`src/rtl/ifetch_queue.sv`:
```
// Prefetch queue: fetches sequential words ahead of the core PC over a single-outstanding req/ack port.
// A head word written at edge N hits in cycle N+1. Requests are issued only while the queue has space.
module ifetch_queue #(
  parameter int unsigned DEPTH    = 4,
  parameter logic [31:0] RESET_PC = 32'h0000_0000
) (
  input  logic        clk,
  input  logic        reset,
  input  logic [31:0] pc_i,
  input  logic        fetch_en_i,
  output logic [31:0] instr_o,
  output logic        instr_valid_o,
  output logic        stall_o,
  output logic        mem_req_o,
  output logic [31:0] mem_addr_o,
  input  logic        mem_ack_i,
  input  logic [31:0] mem_rdata_i
);

  localparam int unsigned PW   = (DEPTH > 1) ? $clog2(DEPTH) : 1;
  localparam logic [PW:0] FULL = (PW+1)'(DEPTH);

  typedef enum logic [1:0] {
    IDLE = 2'd0,
    REQ  = 2'd1,
    DROP = 2'd2
  } state_t;

  state_t        state_q, state_d;
  logic [PW-1:0] head_q, head_d;
  logic [PW-1:0] tail_q, tail_d;
  logic [PW:0]   count_q, count_d;
  // Addresses are held word-granular; byte offsets are always zero.
  logic [29:0]   fpc_q, fpc_d;
  logic [29:0]   req_addr_q, req_addr_d;

  logic [29:0]   entry_addr_q [DEPTH];
  logic [31:0]   entry_data_q [DEPTH];

  logic          not_empty;
  logic [29:0]   head_addr;
  logic [29:0]   next_addr;
  logic          head_hit;
  logic          redirect;
  logic          pop;
  logic          wr_en;
  logic          unused_pc_lsb;

  assign unused_pc_lsb = ^pc_i[1:0];

  always_comb begin
    not_empty = (count_q != '0);
    head_addr = entry_addr_q[head_q];
    head_hit  = not_empty && (head_addr == pc_i[31:2]);
    next_addr = not_empty ? head_addr : fpc_q;
    redirect  = fetch_en_i && (pc_i[31:2] != next_addr);
    pop       = fetch_en_i && head_hit && !redirect;
  end

  assign instr_valid_o = head_hit;
  assign stall_o       = ~head_hit;
  assign instr_o       = head_hit ? entry_data_q[head_q] : 32'h0;
  assign mem_req_o     = (state_q != IDLE);
  assign mem_addr_o    = {req_addr_q, 2'b00};

  always_comb begin
    state_d    = state_q;
    fpc_d      = fpc_q;
    req_addr_d = req_addr_q;
    wr_en      = 1'b0;
    case (state_q)
      IDLE: begin
        if (!redirect && (count_q < FULL)) begin
          state_d    = REQ;
          req_addr_d = fpc_q;
        end
      end
      REQ: begin
        if (mem_ack_i) begin
          state_d = IDLE;
          if (!redirect) begin
            wr_en = 1'b1;
            fpc_d = req_addr_q + 30'd1;
          end
        end else if (redirect) begin
          // The memory still owes this response; it is absorbed in DROP.
          state_d = DROP;
        end
      end
      DROP: begin
        if (mem_ack_i) begin
          state_d = IDLE;
        end
      end
      default: state_d = IDLE;
    endcase
    if (redirect) begin
      fpc_d = pc_i[31:2];
    end
  end

  always_comb begin
    head_d  = head_q;
    tail_d  = tail_q;
    count_d = count_q;
    if (redirect) begin
      head_d  = '0;
      tail_d  = '0;
      count_d = '0;
    end else begin
      if (pop) begin
        head_d = head_q + PW'(1);
      end
      if (wr_en) begin
        tail_d = tail_q + PW'(1);
      end
      case ({wr_en, pop})
        2'b10:   count_d = count_q + (PW+1)'(1);
        2'b01:   count_d = count_q - (PW+1)'(1);
        default: count_d = count_q;
      endcase
    end
  end

  always_ff @(posedge clk) begin
    if (reset) begin
      state_q    <= IDLE;
      head_q     <= '0;
      tail_q     <= '0;
      count_q    <= '0;
      fpc_q      <= RESET_PC[31:2];
      req_addr_q <= '0;
    end else begin
      state_q    <= state_d;
      head_q     <= head_d;
      tail_q     <= tail_d;
      count_q    <= count_d;
      fpc_q      <= fpc_d;
      req_addr_q <= req_addr_d;
    end
  end

  always_ff @(posedge clk) begin
    if (wr_en && !reset) begin
      entry_addr_q[tail_q] <= req_addr_q;
      entry_data_q[tail_q] <= mem_rdata_i;
    end
  end

endmodule
```
`config.mk`:
```
export PLATFORM = sky130hd
export DESIGN_NAME = ifetch_queue
export DESIGN_NICKNAME = d
export VERILOG_FILES = /design/src/rtl/ifetch_queue.sv
export SDC_FILE = /design/constraint.sdc
export NUM_CORES = 1
export LEC_CHECK = 0
export BUFFER_PORTS_ARGS = -buffer_cell sky130_fd_sc_hd__buf_4
export CAP_MARGIN = 40
export CORE_MARGIN = 1.5
export CORE_UTILIZATION = 40
export CTS_CLUSTER_DIAMETER = 40
export DETAILED_ROUTE_END_ITERATION = 8
export GPL_ROUTABILITY_DRIVEN = 0
export PLACE_DENSITY = 0.6
export SYNTH_ARGS = -nofsm -noshare
export SYNTH_HDL_FRONTEND = slang
export SYNTH_SLANG_ARGS = --single-unit
```
`constraint.sdc`:
```
create_clock -name clk -period 11.9 [get_ports clk]
set_input_delay 0.595 -clock clk [delete_from_list [all_inputs] [get_ports clk]]
set_output_delay 0.595 -clock clk [all_outputs]
set_load 0.005 [all_outputs]
```
# Yosys cells after proc, flatten, opt, wreduce, memory -nomap -nowiden
# Memory sizes are Yosys's and may differ from the RTL's. A register that Yosys moved wholly into a read port is not among the register bits.
# Cells that the tools add are included.
word_totals:
  ff_bits: 69
  memories: 2
  elab_cells: 62
  mem_bits_rw: 248
classes:
  reduce_logical: 18
  magnitude_cmp: 1
  eq_ne: 9
  n_mux: 20
  n_bitwise: 1
  n_addsub: 5
mem_list:
  columns: ["name", "words", "width", "rd", "rd_ports_with_merged_regs", "wr", "line", "text"]
  rows:
  - ["entry_data_q", 4, 32, 1, 1, 1, "38", "logic [31:0] entry_data_q [DEPTH];"]
  - ["entry_addr_q", 4, 30, 1, 1, 1, "37", "logic [29:0] entry_addr_q [DEPTH];"]
ops:
  columns: ["cell", "count"]
  rows:
  - ["$mux 30", 4]
  - ["$mux 32", 1]
  - ["$add 30x1->30 const B", 1]
  - ["$eq 30x30->1", 1]
  - ["$ne 30x30->1", 1]
  - ["$mux 2", 8]
  - ["$reduce_bool 2->1", 4]
  - ["$logic_and 1x1->1", 6]
  - ["$pmux 2 s3", 1]
  - ["$pmux 3 s2", 1]
  - ["$mux 1", 5]
  - ["$add 2x1->2 const B", 2]
  - ["$eq 2x1->1 const B", 2]
  - ["$eq 2x2->1 const B", 2]
  - ["$ne 2x2->1 const B", 2]
  - ["$reduce_and 2->1", 2]
  - ["$add 3x1->3 const B", 1]
  - ["$lt 3x3->1 const B", 1]
  - ["$ne 3x3->1 const B", 1]
  - ["$reduce_and 3->1", 1]
  - ["$reduce_bool 3->1", 1]
  - ["$sub 3x1->3 const B", 1]
  - ["$logic_not 1->1", 2]
  - ["$logic_not 2->1", 1]
  - ["2 further kinds", 2]

# Longest topological paths before layout
depth:
  word_depth: 10
  ltp_mapped: 17

# Least setup slack after synthesis
# Ideal clock, no wire load.
synth_path:
  path_type: "flip-flop to flip-flop"
  start: "register (tool-made name)"
  end: "memory entry_addr_q[0][0] (enable)"
  synth_period_minus_slack_ps: 7221
  stages_incl_launch_ff: 12
  required_time_ps: 11341
  path_slack_ps: 4679
  setup_time_ps: 559
  t_arrival_ps: 6662
  path_cell_list: "dfxtp_1 buf_2 buf_1 mux4_2 a22oi_1 nand2_1 a221oi_1 nand4_1 o21a_1 buf_6 buf_2 nor3_1"
synth_lines:
  columns: ["item", "line"]
  rows:
  - ["end: declaration", "37"]

==> reports/results.ini <==
[status]
run_status = complete, no violations

[timing]
clock_skew_ps = 17.19
setup_viol = 0
slew-limit-headroom = 0.4501
post-route-period-util = 0.4272
fmax_mhz = 196.7
rsz0062_at_grt = false
finalHoldViolations = 0
layout_min_cycle_time_ps = 5083
slew_viol_final = 0
setup_tns_ps = 0
tightest_slew_ps = 824.8
holdWs_ps = 260.2
fin_ws_ps = 6817

[clock_network]
clock_latency_ps = 540
numCtsBuffers = 42
cts_resized = 0
cts.path.max_buffers = 3
path_clk_slew_ps = 60
cts-root-buf = clkbuf_16
ctsHoldBuffers = 0
cts.sinks = 319
postCtsSetupRepairBufs = 0
cts_tree = done
htree_levels = 2

[power]
p_int_mw = 2.081
p_comb_frac = 0.048
p_per_area_nw_per_um2 = 154.9
leakagePower_nw = 5.881
max-vdd-ir-drop_mv = 0.08240
power_mw = 2.648
p_sw_mw = 0.5670
clkPwrFrac = 0.487
swShare = 0.2141
seq_power_share = 0.465

[worst_setup_path]
crit_slowest_cell = dfxtp_4
critical-path-top-delay-family = buffers and inverters
arrival_ps = 4490
cp.required_ps = 11310
critPathLaunchType = register
worstPathMaxFanout = 39
slowest_delay_ps = 790
end_kind = output pin
path_cells = buf_4 > mux4_2 > xnor2_1 > nand4_1 > nor4_2 > nand4_1 > buf_4 > nor2b_1 > buf_4
critPathKind = reg2out
cp.buffers_inverters = 3
crit_path_frequent_cell = buf_4

[synth]
synthDistinctLibCells = 53
synth_seq_cells = 319
ys.warnings.count = 0
synth-edff-count = 248
ys.flop_type = edfxtp_1
synth_area_leaders = edfxtp_1 53%, dfxtp_1 10%, mux4_2 9.7%
yosysTopAreaCell = edfxtp_1
synth_top_area_frac = 0.5271
syn_area_per_cell_um2 = 14.52
ys_seq_area_frac = 0.6277
netlist_area_um2 = 14130
netlist_instances = 973
async_flop_share = 0

[floorplanning]
core-area_um2 = 34630
initial_core_util = 0.4080
ios = 135
die_x_um = 190.9
die_h_um = 190.9
rows = 68
dieArea_um2 = 36460

[final_layout]
multi_input_area_um2 = 4951
nNetsFinal = 1187
syn_to_final_growth_pct = 20.97
drive_gt1_frac = 0.2583
n_fill_cell = 2987
finish.utilization = 0.4936
design_area_um2 = 17090
instances_no_fill = 1601
regArea_um2 = 8876
insertedDiodeCount = 0

[global_routing]
antenna_found_initial = 0
first_global_vias = 8596
grt_max_degree = 84
grt_remaining_overflow = 0
track_usage = 0.1865
grt_pass1_wl_mm = 50.87

[min_path]
hp-class = in2reg
hold_start = mem_rdata_i[8]

[detailed_routing]
vias = 8399
detail-route-antenna-nets = 0
drt-initial-drc-count = 496
avgViaCountPerCell = 5.246
drc = 0
wirelength_mm = 33.25
routed.top_layer = met4
dr.pass1.iters = 4
wl_met2_mm = 16.04
wl_met3_mm = 1.599
wl_per_cell_um = 20.77
met1Wirelength_mm = 14.93

[run]
drv_cap = 0

[placed_design]
placed_area_um2 = 15630
port_buffers = 130
dp_slack_ps = 6876
dp_hpwl_mm = 21.17
dp_cells = 1523

-- power groups by stage --
| stage | clock (mW) | combinational (mW) | sequential, mW |
|---|---|---|---|
| after CTS | 1.32 | 0.127 | 1.23 |
| after global placement | 0 | 0.122 | 1.25 |
| final | 1.29 | 0.126 | 1.23 |
| after global routing | 1.36 | 0.137 | 1.23 |
| after detailed placement | 0 | 0.126 | 1.26 |
| after floorplan | 0 | 0.0715 | 1.25 |
-- flip-flops by register name, summed over array words and instances, names as in the netlist, named ones only --
name / cells
count_q: 3
head_q: 2
req_addr_q: 30
state_q: 2
tail_q: 2
entry_data_q: 128
fpc_q: 30
entry_addr_q: 120
-- layer usage --
layer | vias to the layer above | GRT usage
li1 | 3903 | -
met1 | 4236 | 0.2511
met2 | 209 | 0.3073
met3 | 51 | 0.03415
met4 | 0 | 0.05633
met5 | - | 0
-- worst paths after layout --
check,to,slack [ps],cells after the start
worst max-delay path,instr_o[0],6820,9
worst min-delay path,entry_data_q[3][8],260,1
worst max register to register,entry_data_q[1][10],6970,9
worst min register to register,req_addr_q[23],490,2
-- area by class of cell --
class | instances | share of cell area
clock inverters | 22 | 0.01464
repair buffers | 149 | 0.06779
well taps | 455 | 0.03331
clock buffers | 56 | 0.07064
flip-flops and latches | 319 | 0.5193
multi-input cells | 579 | 0.2897
inverters | 21 | 0.004612
-- cell families (layout without fill, tap and decap cells) --
family,Yosys count,count (layout),synth area share
flops,319,319,0.6277
simple gates,297,297,0.1140
mux,131,131,0.1474
buf+inv,76,248,0.02506
xor+xnor,72,72,0.04463
compound gates,70,70,0.03427
fa+ha+maj,7,7,0.006730
other cells,1,2,0.0002654
-- synth_stat cells (4+ instances only) --
library cell	n
edfxtp_1	248
clkbuf_1	33
nand4_1	19
nor2_1	58
buf_2	4
nor2b_1	37
buf_4	7
a21oi_1	11
nor3_1	17
mux2_2	6
mux4_2	61
ha_1	6
xor2_1	20
buf_1	6
nand2_1	33
mux2i_1	64
nand3_1	18
inv_1	21
buf_6	5
a211o_1	11
nand2b_1	92
xnor2_1	52
dfxtp_1	71
and3_1	5
o21ai_0	18
-- cell usage in the layout (no fill, tap or decap), drive strengths merged, types with 3 or more instances in the layout --
| cell | Yosys | routed |
|---|---|---|
| nand3 | 18 | 18 |
| and2 | 3 | 3 |
| a211o | 11 | 11 |
| bufinv | 0 | 4 |
| and3 | 5 | 5 |
| nand2 | 33 | 33 |
| or3 | 3 | 3 |
| dfxtp | 71 | 71 |
| o21ai | 18 | 18 |
| nand2b | 92 | 92 |
| mux2i | 64 | 64 |
| xor2 | 20 | 20 |
| mux4 | 61 | 61 |
| buf | 22 | 149 |
| nor4 | 5 | 5 |
| edfxtp | 248 | 248 |
| clkbuf | 33 | 56 |
| a211oi | 3 | 3 |
| inv | 21 | 29 |
| or4 | 3 | 3 |
| nor3 | 17 | 17 |
| clkinv | 0 | 8 |
| xnor2 | 52 | 52 |
| nor2 | 58 | 58 |
| nor2b | 37 | 37 |
| o2111ai | 3 | 3 |
| a31oi | 3 | 3 |
| nand4 | 19 | 19 |
| mux2 | 6 | 6 |
| ha | 6 | 6 |
| a21oi | 11 | 11 |
-- worst register-to-register path, stage by stage, from the launching register on --
cell      delay (ps)
dfxtp_4          790
buf_4            700
mux4_2           620
xnor2_1          240
nand4_1          240
nor4_2           490
o211ai_1         170
o21a_2           380
nor3_2           270
buf_4            630
Power figures use the tool's default switching activity.
